$ cat src/rtl/overture_decode_stage.sv
// Overture instruction-decode stage.
// Decodes each accepted opcode into a class and its operand fields, holds up to
// two decoded entries so that execute can stall without a combinational ready
// path back to fetch, and counts retired instructions per class with saturation.
//
// Occupancy state | meaning
// ----------------+-------------------------------------------------
// OCC_EMPTY       | no entry held; out_valid low, fetch may send
// OCC_ONE         | head entry held; out_valid high, fetch may send
// OCC_FULL        | head and tail held; in_ready low next cycle
module overture_decode_stage #(
  parameter int FIELD_W = 3,
  parameter int IO_REG  = 6,
  parameter int CNT_W   = 16,
  localparam int OPW    = 2 + 2 * FIELD_W
) (
  input  logic                 clk,
  input  logic                 rst,
  input  logic                 in_valid,
  input  logic [OPW-1:0]       in_opcode,
  output logic                 in_ready,
  input  logic                 flush,
  output logic                 out_valid,
  input  logic                 out_ready,
  output logic [3:0]           out_class,
  output logic [2*FIELD_W-1:0] out_imm,
  output logic [FIELD_W-1:0]   out_src,
  output logic [FIELD_W-1:0]   out_dst,
  output logic                 out_illegal,
  input  logic                 cnt_clr,
  output logic [CNT_W-1:0]     cnt_imm,
  output logic [CNT_W-1:0]     cnt_calc,
  output logic [CNT_W-1:0]     cnt_copy,
  output logic [CNT_W-1:0]     cnt_cond
);

  localparam logic [FIELD_W-1:0] IO_IDX  = FIELD_W'(IO_REG);
  localparam logic [CNT_W-1:0]   CNT_MAX = {CNT_W{1'b1}};

  localparam logic [1:0] CLS_IMM  = 2'b00;
  localparam logic [1:0] CLS_CALC = 2'b01;
  localparam logic [1:0] CLS_COPY = 2'b10;
  localparam logic [1:0] CLS_COND = 2'b11;

  // One decoded instruction; the raw opcode is never kept.
  typedef struct packed {
    logic [3:0]           cls;
    logic [2*FIELD_W-1:0] imm;
    logic [FIELD_W-1:0]   src;
    logic [FIELD_W-1:0]   dst;
    logic                 illegal;
  } entry_t;

  typedef enum logic [1:0] {
    OCC_EMPTY = 2'd0,
    OCC_ONE   = 2'd1,
    OCC_FULL  = 2'd2
  } occ_t;

  occ_t   state;
  occ_t   state_nxt;
  entry_t dec;
  entry_t head;
  entry_t tail;
  logic   accept;
  logic   retire;
  logic   head_we;
  logic   head_from_tail;
  logic   tail_we;

  logic [CNT_W-1:0] cnt_q [4];

  assign out_valid = (state != OCC_EMPTY);
  assign accept    = in_valid & in_ready & ~flush;
  assign retire    = out_valid & out_ready & ~flush;

  // Decode the incoming opcode; only these fields are stored.
  always_comb begin
    dec         = '0;
    dec.imm     = in_opcode[2*FIELD_W-1:0];
    dec.src     = in_opcode[2*FIELD_W-1:FIELD_W];
    dec.dst     = in_opcode[FIELD_W-1:0];
    case (in_opcode[OPW-1:OPW-2])
      CLS_IMM:  dec.cls = 4'b0001;
      CLS_CALC: dec.cls = 4'b0010;
      CLS_COPY: dec.cls = 4'b0100;
      CLS_COND: dec.cls = 4'b1000;
      default:  dec.cls = 4'b0000;
    endcase
    dec.illegal = (in_opcode[OPW-1:OPW-2] == CLS_COPY) &&
                  (in_opcode[2*FIELD_W-1:FIELD_W] == IO_IDX) &&
                  (in_opcode[FIELD_W-1:0] == IO_IDX);
  end

  // Occupancy next-state and entry write enables; flush empties the buffer.
  always_comb begin
    state_nxt      = state;
    head_we        = 1'b0;
    head_from_tail = 1'b0;
    tail_we        = 1'b0;
    if (flush) begin
      state_nxt = OCC_EMPTY;
    end else begin
      case (state)
        OCC_EMPTY: begin
          if (accept) begin
            head_we   = 1'b1;
            state_nxt = OCC_ONE;
          end
        end
        OCC_ONE: begin
          if (accept && retire) begin
            // The only entry leaves, so the new one becomes head directly.
            head_we = 1'b1;
          end else if (accept) begin
            tail_we   = 1'b1;
            state_nxt = OCC_FULL;
          end else if (retire) begin
            state_nxt = OCC_EMPTY;
          end
        end
        OCC_FULL: begin
          // in_ready is low here, so no accept can coincide with this retire.
          if (retire) begin
            head_we        = 1'b1;
            head_from_tail = 1'b1;
            state_nxt      = OCC_ONE;
          end
        end
        default: begin
          state_nxt = OCC_EMPTY;
        end
      endcase
    end
  end

  // Occupancy register and registered in_ready derived from next occupancy.
  always_ff @(posedge clk or posedge rst) begin
    if (rst) begin
      state    <= OCC_EMPTY;
      in_ready <= 1'b1;
    end else begin
      state    <= state_nxt;
      in_ready <= (state_nxt != OCC_FULL);
    end
  end

  // Head entry storage; it keeps its last value once the buffer drains.
  always_ff @(posedge clk or posedge rst) begin
    if (rst) begin
      head <= '0;
    end else if (head_we) begin
      head <= head_from_tail ? tail : dec;
    end
  end

  // Tail entry storage, written only when a second entry arrives.
  always_ff @(posedge clk or posedge rst) begin
    if (rst) begin
      tail <= '0;
    end else if (tail_we) begin
      tail <= dec;
    end
  end

  assign out_class   = head.cls;
  assign out_imm     = head.imm;
  assign out_src     = head.src;
  assign out_dst     = head.dst;
  assign out_illegal = head.illegal;

  // Per-class saturating retirement counters; clear wins over a same-cycle retire.
  always_ff @(posedge clk or posedge rst) begin
    if (rst) begin
      for (int i = 0; i < 4; i++) begin
        cnt_q[i] <= '0;
      end
    end else if (cnt_clr) begin
      for (int i = 0; i < 4; i++) begin
        cnt_q[i] <= '0;
      end
    end else if (retire) begin
      for (int i = 0; i < 4; i++) begin
        if (head.cls[i] && (cnt_q[i] != CNT_MAX)) begin
          cnt_q[i] <= cnt_q[i] + 1'b1;
        end
      end
    end
  end

  assign cnt_imm  = cnt_q[0];
  assign cnt_calc = cnt_q[1];
  assign cnt_copy = cnt_q[2];
  assign cnt_cond = cnt_q[3];

endmodule

$ cat config.mk
export PLATFORM = sky130hd
export DESIGN_NAME = overture_decode_stage
export DESIGN_NICKNAME = d
export VERILOG_FILES = /design/src/rtl/overture_decode_stage.sv
export SDC_FILE = /design/constraint.sdc
export NUM_CORES = 1
export LEC_CHECK = 0
export BUFFER_PORTS_ARGS = -buffer_cell sky130_fd_sc_hd__buf_2
export CAP_MARGIN = 20
export CORE_ASPECT_RATIO = 0.9
export CORE_MARGIN = 3
export CORE_UTILIZATION = 56
export CTS_CLUSTER_SIZE = 12
export DETAILED_ROUTE_END_ITERATION = 7
export PLACE_DENSITY_LB_ADDON = 0.08
export SETUP_SLACK_MARGIN = 0.3
export SLEW_MARGIN = 20
export SYNTH_ARGS = -nofsm -noshare
export SYNTH_HDL_FRONTEND = slang
export SYNTH_SLANG_ARGS = --single-unit
$ cat constraint.sdc
create_clock -name clk -period 3.3 [get_ports clk]
set_clock_uncertainty 0.05 [all_clocks]
set_input_delay 0.66 -clock clk [delete_from_list [all_inputs] [get_ports clk]]
set_output_delay 0.66 -clock clk [all_outputs]
set_load 0.02 [all_outputs]
# Word-level counts from Yosys, hierarchy flattened
# Index checks and enable logic that the tools add are counted.
# classes
n_addsub	4
n_eq_ne	12
muxes	25
bitwise	5
n_reduce_logical	19
# ops
op	n
64-bit two-way mux	2
16-bit by 1-bit adder with 16-bit output, second input constant	4
16-bit two-way mux	4
16-bit inequality test, second input constant	4
17-bit two-way mux	1
4-bit case mux with 4 select lines	1
2-bit two-way mux	6
2-bit nonzero test	6
1-bit two-way mux	9
2-bit AND reduction	4
1-bit logical AND	7
2-bit equality test, second input constant	3
3-bit equality test, second input constant	2
2-bit case mux with 3 select lines	1
1-bit AND	4
2-bit by 1-bit equality test with 1-bit output, second input constant	2
2-bit zero test	2
1-bit case mux with 3 select lines	1
2-bit inequality test, second input constant	1
1-bit NOT	1
# word_totals
register_bits	101
elab_cells	81

# Longest topological paths before layout
# Gate-level depths: netlist (run 1).
# depth
word_depth	9
mapped_depth	6
depth_no_buf	5

# Worst setup path after synthesis (run 1)
# No wires, ideal clock.
# synth_timing
path_type	input port to flip-flop
startpoint	input port flush
endpoint	register cnt_q, in the netlist cnt_imm[13]
setup_ns	0.125
t_arrival_ns	1.919
t_required_ns	3.125
slack_ns	1.206
stages	5
path_cell_list	and2b_2 > clkbuf_8 > nand4_1 > nor4b_1 > mux2_2
# synth_between
elab_chain_cells	4
# synth_lines
element	line	source
start, declared	22	input logic flush,
1-bit NOT	75	assign retire = out_valid & out_ready & ~flush;
1-bit AND	75	
2-bit nonzero test (no line)	-	
2-bit AND reduction (no line)	-	
end signal, assigned by index	185	cnt_q[i] <= cnt_q[i] + 1'b1;
end, declared	71	logic [CNT_W-1:0] cnt_q [4];
# No other way between the ends.
# A chain may end at the register's enable or synchronous reset.

# Worst setup path in the final report (run 1)
# layout_timing
startpoint	register state[1]
endpoint	register cnt_q, in the netlist cnt_copy[12]
# layout_between
elab_chain_cells	5
# layout_lines
element	line	source
start, declared	60	occ_t state;
start signal, assigned	143	state <= state_nxt;
2-bit nonzero test	73	assign out_valid = (state != OCC_EMPTY);
1-bit AND (2 in series)	75	
2-bit nonzero test (no line)	-	
2-bit AND reduction (no line)	-	
# No other way between the ends.

==> flow_summary_export.csv, run 1 <==
group,metric,value,unit
run_status,status,"finished clean",
global_routing,grt.total_usage,0.2344,
detailed_routing,drcViolationCount,0,
pwr,p_clk_frac,0.341,
sta,hold_ws,0.3771,ns
run,maxCapViolCount,0,
clocking,cts_root_buffer,"clkbuf_8",
synthesis,async_reset_ff_frac,1.000,
detailed_routing,detailroute.via_count,4369,
synthesis,yosys.area.top_type,"dfrtp_1",
global_routing,grt_pass1_wl,19980,um
synthesis,synth_area,5127,um2
pwr,p_seq_frac,0.537,
floorplanning,die_x,106.9,um
synthesis,synth_edf_count,0,
clocking,ctsHoldBuffers,0,
final_layout,syn2layout_area_growth,14.40,%
synthesis,synth_mux_area_frac,0.1593,
clocking,post-cts-setup-buffers,0,
critical_path,cp-start-kind,"flip-flop",
sta,finalHoldViolCount,0,
critical_path,critical-path-slowest-cell,"a2111oi_0",
critical_path,worstPathRequired,3.49,ns
clocking,clkSinkCount,89,
final_layout,nNetsFinal,616,
sta,finalWorstSetupSlack,0.8035,ns
pwr,power.share.switching,0.2675,
clocking,cts_max_path_buffers,2,
critical_path,arrival,2.68,ns
min_path,hold_class,"input pin to async pin",
detailed_routing,ant_nets,0,
synthesis,synth_compound_area_frac,0.09126,
clocking,cts_resized,0,
synthesis,yosys-top-cells-area,"dfrtp_1 (43%), mux2_2 (15%), nor2b_1 (4.3%)",
synthesis,synth_cells,514,
synthesis,synth_xor_xnor_area_share,0,
global_routing,gr-total-overflow,0,
floorplanning,start_util,0.5874,
floorplanning,row_count,32,
clocking,h-tree-depth,3,
critical_path,path_max_fanout,14,
critical_path,critPathCaptureType,"flip-flop",
synthesis,synth_top_family_by_area,"simple AND/OR/NAND/NOR gates",
sta,rsz0062_at_grt,"false",
critical_path,crit_path_max_incr_delay,0.62,ns
detailed_routing,avgRoutedWirePerCell,16.43,um
pwr,power,0.002226,W
synthesis,synth-seq-area-share,0.4346,
critical_path,path_cells,"or2_1 -> nand3_1 -> a2111oi_0 -> mux2_2",
synthesis,yosysWarnings,0,
final_layout,stdcell_area,5866,um2
sta,max_freq,400.6,MHz
clocking,tritoncts,"built",
synthesis,netlist.area_leader.share,0.4295,
sta,slew_headroom,0.4608,
detailed_routing,drt_iter0_drc,193,
place,gp_congestion,0.8569,
place,place_ws,0.6727,ns
global_routing,grt_antenna_before_repair,0,
synthesis,yosys.cell_types.count,52,
sta,final-max-slew-violation-count,0,
floorplanning,ios,97,
synthesis,ys_ff_latch,89,
pwr,irDropWorstVdd,0.2856,mV
clocking,clk_latency,0.36,ns
synthesis,postSynthAreaPerCell,9.976,um2
sta,finalCritPeriodShare,0.7565,
clocking,cts_buffers,9,
detailed_routing,viasPerCell,6.051,
global_routing,grt_max_degree,57,
place,io_buffer_count,96,
sta,period_needed,2.497,ns
final_layout,antenna_cells,0,
pwr,powerDensity,379.4,nW/um2
critical_path,criticalPathCategory,"flip-flop to flip-flop",
sta,worst_slew_pin_slew,0.8014,ns
synthesis,syn_nets,532,
pwr,intPower,0.001630,W
pwr,p_sw,0.0005954,W
pwr,pwr-share-comb,0.123,
synthesis,synth_simple_gate_area_frac,0.2662,
floorplanning,die_h,96.78,um
sta,setup_viol,0,
final_layout,drive_above_1_share,0.3300,
synthesis,ys.flop_type,"dfrtp_1",
synthesis,yosys.area_share.adder,0.009761,
pwr,power_leakage,2.639,nW
global_routing,grt_pass1_vias,4231,
sta,timing.setup.tns,0,ns
floorplanning,core_area,8728,um2
place,place_area,5668,um2
place,place_hpwl,8384,um
detailed_routing,drt_pass1_iterations,4,
detailed_routing,wl,11860,um
floorplanning,die_area,10340,um2
clocking,clk_pin_slew,0.09,ns
[final timing paths]
path / start / endpoint / slack [ns] / cells after the start
worst max register to register: state[1]$_DFF_PP0_ / cnt_copy[12]$_DFFE_PP0P_ / 0.80 / 4
min in group clk: tail[0]$_DFFE_PP0P_ / tail[0]$_DFFE_PP0P_ / 0.46 / 1
worst min register to register: tail[0]$_DFFE_PP0P_ / tail[0]$_DFFE_PP0P_ / 0.46 / 1
max in group asynchronous: rst / in_ready$_DFF_PP1_ / 2.08 / 3
worst min-delay path: rst / cnt_copy[7]$_DFFE_PP0P_ / 0.38 / 2
worst max-delay path: state[1]$_DFF_PP0_ / cnt_copy[12]$_DFFE_PP0P_ / 0.80 / 4
[Yosys cell counts, types with 2 or more instances]
cell type	number
nand4_1	17
nand3_1	26
mux2_2	69
nand2b_1	2
or2_1	2
nor2b_1	35
and2_1	4
nor4b_1	4
buf_4	7
o211ai_1	2
nor3_1	8
and3_1	3
a211oi_1	11
or4_1	17
nor4_1	15
mux2i_1	4
o21ai_0	3
or2_2	2
buf_2	7
o41ai_1	6
nand4_2	3
o311ai_0	3
and4_1	10
inv_1	11
a21oi_1	22
nand2_1	33
o31ai_1	10
clkbuf_1	15
dfrtp_1	88
nor2_1	49
ha_1	4
a41oi_1	2
[layer usage]
layer  global-route usage  share of wire  wire length [um]
met1               0.3192           0.46              5423
met2               0.3766           0.48              5725
met3              0.05203          0.050               595
met4              0.06981         0.0097               115
met5                    0              0                 0
[placed cells by master (no fill, tap or decap), types with 11 or more instances in the layout]
cell type  synthesis  final
buf_2              7     96
dfrtp_1           88     88
mux2_2            69     69
nor2_1            49     49
nor2b_1           35     35
nand2_1           33     33
nand3_1           26     26
a21oi_1           22     22
nand4_1           17     17
or4_1             17     17
nor4_1            15     15
a211oi_1          11     11
[flip-flops by register name, summed over array words and instances (netlist names)]
name         cells
state            2
out_illegal      1
out_imm          6
cnt_copy        16
in_ready         1
cnt_imm         16
cnt_calc        16
tail            11
cnt_cond        16
out_class        4
[power by group through the flow]
stage / Clock, W / Combinational, W / Sequential, W
after global routing: 0.000820 / 0.000298 / 0.00120
after CTS: 0.000774 / 0.000278 / 0.00119
after global placement: 0 / 0.000270 / 0.00121
after detailed placement: 0 / 0.000278 / 0.00122
final: 0.000759 / 0.000273 / 0.00119
after floorplan: 0 / 0.000181 / 0.00124
[area by class of cell]
type	instances	area (um2)
Sequential cell	89	2228
Clock inverter	4	52.55
Inverter	11	45.04
Tap cell	119	148.9
Fill cell	729	2863
Timing Repair Buffer	103	545.5
Clock buffer	12	145.1
Multi-Input combinational cell	384	2700
[worst max-delay path, delay by kind of cell, from the launching register on]
| kind | cells | cell delay (ns) |
|---|---|---|
| mux | 1 | 0.40 |
| compound gates | 1 | 0.62 |
| flops | 1 | 0.41 |
| simple gates | 2 | 0.91 |
[cells by family (layout without fill, tap and decap cells)]
family	count (synthesis)	count (layout)
AO/OA/AOI/OAI	67	67
adder cells (fa/ha/maj)	4	4
flip-flops	89	89
AND/OR/NAND/NOR	240	240
buffers and inverters	41	130
multiplexers	73	73
[metrics by stage]
stage / util / instances
3_5_place_dp: 0.6494 / 706
5_1_grt: 0.6720 / 722
2_1_floorplan: - / 514
6_report: 0.6720 / 722
4_1_cts: 0.6720 / 722
3_3_place_gp: 0.6494 / 706
(Power assumes the default switching activity.)
==> inputs of run 2 (changes only) <==
--- a/config.mk
+++ b/config.mk
@@ -5,11 +5,12 @@
 export SDC_FILE = /design/constraint.sdc
 export NUM_CORES = 1
 export LEC_CHECK = 0
+export ABC_AREA = 1
 export BUFFER_PORTS_ARGS = -buffer_cell sky130_fd_sc_hd__buf_2
 export CAP_MARGIN = 20
 export CORE_ASPECT_RATIO = 0.9
 export CORE_MARGIN = 3
-export CORE_UTILIZATION = 56
+export CORE_UTILIZATION = 51
 export CTS_CLUSTER_SIZE = 12
 export DETAILED_ROUTE_END_ITERATION = 7
 export PLACE_DENSITY_LB_ADDON = 0.08
==> constraint.sdc (replaced) <==
create_clock -name clk -period 2.1 [get_ports clk]
set_clock_uncertainty 0.05 [all_clocks]
set_input_delay 0.42 -clock clk [delete_from_list [all_inputs] [get_ports clk]]
set_output_delay 0.42 -clock clk [all_outputs]
set_load 0.02 [all_outputs]
==> run 2 against run 1 <==
Via count rose by 18%; register-to-register slack got worse by 0.43 ns; sequential power rose by 57%; area after synthesis rose by 5.3%; maximum frequency rose by 44%; critical endpoint is now cnt_imm[1]$_DFFE_PP0P_.
==> flow_summary_export.csv, run 2 <==
group,metric,value,unit
synthesis,postSynthAreaPerCell,7.355,um2
synthesis,synth_area,5399,um2
run,maxCapViolCount,0,
synthesis,synth-seq-area-share,0.4127,
run_status,status,"finished clean",
critical_path,worstPathRequired,2.32,ns
synthesis,yosysWarnings,0,
pwr,intPower,0.003109,W
critical_path,crit_path_max_incr_delay,0.47,ns
floorplanning,start_util,0.5401,
critical_path,r2r_slack,0.37,ns
clocking,clkSinkCount,89,
sta,finalHoldViolCount,0,
global_routing,grt.total_usage,0.2250,
synthesis,yosys.cell_types.count,33,
floorplanning,ios,97,
pwr,p_seq_frac,0.449,
synthesis,ys.flop_type,"dfrtp_1",
synthesis,async_reset_ff_frac,1.000,
detailed_routing,drcViolationCount,0,
detailed_routing,ant_nets,0,
synthesis,syn_nets,752,
critical_path,path_cells,"nand2_1 -> nor2_2 -> nand3_1 -> nor2_4 -> nor2_4 -> buf_12 -> nor2_4 -> nand2_1 -> nand2_1",
critical_path,cp_top_family,"simple AND/OR/NAND/NOR gates",
critical_path,crit_buf_inv,1,
final_layout,final_common_cell,"nand2_1",
global_routing,grt_pass1_wl,22360,um
final_layout,layout_common_cells,"nand2_1 (228), buf_2 (96), dfrtp_1 (83), nor2_1 (79), nand3_1 (67)",
synthesis,yosysMostFrequentCell,"nand2_1",
place,gp_congestion,0.8616,
critical_path,path_max_fanout,13,
pwr,power_leakage,3.274,nW
sta,max_freq,578.4,MHz
final_layout,antenna_cells,0,
sta,timing.setup.tns,0,ns
detailed_routing,viasPerCell,5.341,
synthesis,ys_ff_latch,89,
min_path,hold_class,"input pin to async pin",
sta,setup_viol,0,
detailed_routing,wl,13680,um
final_layout,nNetsFinal,856,
detailed_routing,drt_pass1_iterations,5,
critical_path,cp-start-kind,"flip-flop",
pwr,powerDensity,640.5,nW/um2
pwr,power.share.switching,0.2513,
floorplanning,core_area,9997,um2
final_layout,drive_above_1_share,0.2159,
final_layout,nFillCells,898,
pwr,irDropWorstVdd,0.5322,mV
sta,worst_slew_pin_slew,0.5879,ns
detailed_routing,drt_iter0_drc,308,
sta,finalCritPeriodShare,0.8234,
critical_path,criticalPathCategory,"flip-flop to flip-flop",
detailed_routing,detailroute.via_count,5175,
floorplanning,row_count,34,
floorplanning,die_h,103.6,um
clocking,ctsHoldBuffers,0,
sta,slew_headroom,0.6081,
pwr,p_sw,0.001043,W
clocking,clk_latency,0.34,ns
clocking,tritoncts,"built",
synthesis,yosys.area.top_type,"dfrtp_1",
floorplanning,die_x,114.5,um
synthesis,yosys-top-cells-area,"dfrtp_1 (41%), nand2_1 (16%), nand4_1 (6.3%)",
global_routing,grt_antenna_before_repair,0,
clocking,cts_buffers,9,
critical_path,arrival,1.95,ns
synthesis,synth_cells,734,
global_routing,grt_pass1_vias,4666,
sta,final-max-slew-violation-count,0,
pwr,pwr-share-comb,0.104,
critical_path,critPathCaptureType,"flip-flop",
final_layout,syn2layout_area_growth,20.07,%
pwr,p_clk_frac,0.447,
sta,period_needed,1.729,ns
synthesis,netlist.area_leader.share,0.4079,
global_routing,grt_max_degree,47,
clocking,cts_root_buffer,"clkbuf_16",
final_layout,postLayoutCoreUtil,0.6484,
critical_path,critical-path-slowest-cell,"dfrtp_1",
place,io_buffer_count,96,
synthesis,synth_edf_count,0,
clocking,cts_max_path_buffers,2,
place,place_hpwl,9286,um
clocking,clk_pin_slew,0.07,ns
synthesis,synthTopCellsByCount,"nand2_1 (229), dfrtp_1 (88), nor2_1 (80)",
clocking,h-tree-depth,3,
detailed_routing,avgRoutedWirePerCell,14.11,um
global_routing,gr-total-overflow,0,
floorplanning,die_area,11860,um2
sta,rsz0062_at_grt,"true",
run 2: timing repair:
action	in CTS	in global routing
cloned	0	4
gates resized for setup	2	16
setup buffers	0	6
pin swaps	0	7
endpoints found under the setup margin	16	63
run 2: worst paths after layout:
check | depth (start not counted) | from | endpoint
max in group asynchronous | 3 | rst | cnt_calc[0]$_DFFE_PP0P_
hold / removal | 3 | rst | cnt_copy[15]$_DFFE_PP0P_
min in group clk | 3 | in_opcode[0] | tail[7]$_DFFE_PP0P_
setup / recovery | 9 | cnt_imm[10]$_DFFE_PP0P_ | cnt_imm[1]$_DFFE_PP0P_
hold reg to reg | 2 | tail[12]$_DFFE_PP0P_ | tail[12]$_DFFE_PP0P_
setup reg to reg | 9 | cnt_imm[10]$_DFFE_PP0P_ | cnt_imm[1]$_DFFE_PP0P_
run 2: layout make-up:
| cell class | count | area (um2) | area share |
|---|---|---|---|
| clock buffer | 9 | 225.2 | 0.03474 |
| clock inverter | 7 | 118.9 | 0.01834 |
| inverter | 64 | 244.0 | 0.03764 |
| multi-input combinational | 557 | 2839 | 0.4379 |
| sequential | 89 | 2235 | 0.3447 |
| tap | 126 | 157.7 | 0.02432 |
| timing repair buffer | 117 | 663.1 | 0.1023 |
run 2: power groups by stage:
stage	registers, W	clock network [W]	logic (W)
final	0.00187	0.00185	0.000431
after CTS	0.00187	0.00189	0.000429
after global placement	0.00189	0	0.000417
after detailed placement	0.00190	0	0.000426
after floorplan	0.00194	0	0.000269
after global routing	0.00188	0.00195	0.000482
run 2: stage by stage:
stage / cells / worst slack, ns / power, W / hold slack, ns / cell area (um2)
6_report: 969 / 0.3710 / 0.004152 / 0.1996 / 6482
2_1_floorplan: 734 / 0.3652 / 0.002209 / 0.3979 / 5403
5_1_grt: 969 / 0.2742 / 0.004311 / 0.2536 / 6482
3_5_place_dp: 943 / 0.2477 / 0.002323 / 0.4200 / 5969
4_1_cts: 959 / 0.3149 / 0.004187 / 0.2268 / 6321
3_3_place_gp: 943 / 0.3014 / 0.002311 / 0.4148 / 5969
run 2: tightest hold or removal path, delay by kind of cell:
family / cells / cell delay, ns
buf+inv: 3 / 0.63
run 2: kinds of logic (layout without fill, tap and decap cells):
group / count (synthesis) / after routing / share of synthesized area
xor+xnor: 23 / 23 / 0.03731
buf+inv: 92 / 197 / 0.08088
simple gates: 472 / 476 / 0.4039
flops: 89 / 89 / 0.4127
compound gates: 54 / 54 / 0.05585
fa+ha+maj: 4 / 4 / 0.009270
run 2: layer usage:
layer / track usage / vias up / share of wire
met1: 0.3075 / 2367 / 0.44
met3: 0.04898 / 14 / 0.067
met2: 0.3662 / 178 / 0.48
met4: 0.04835 / 0 / 0.0080
li1: - / 2616 / -
met5: 0 / - / 0
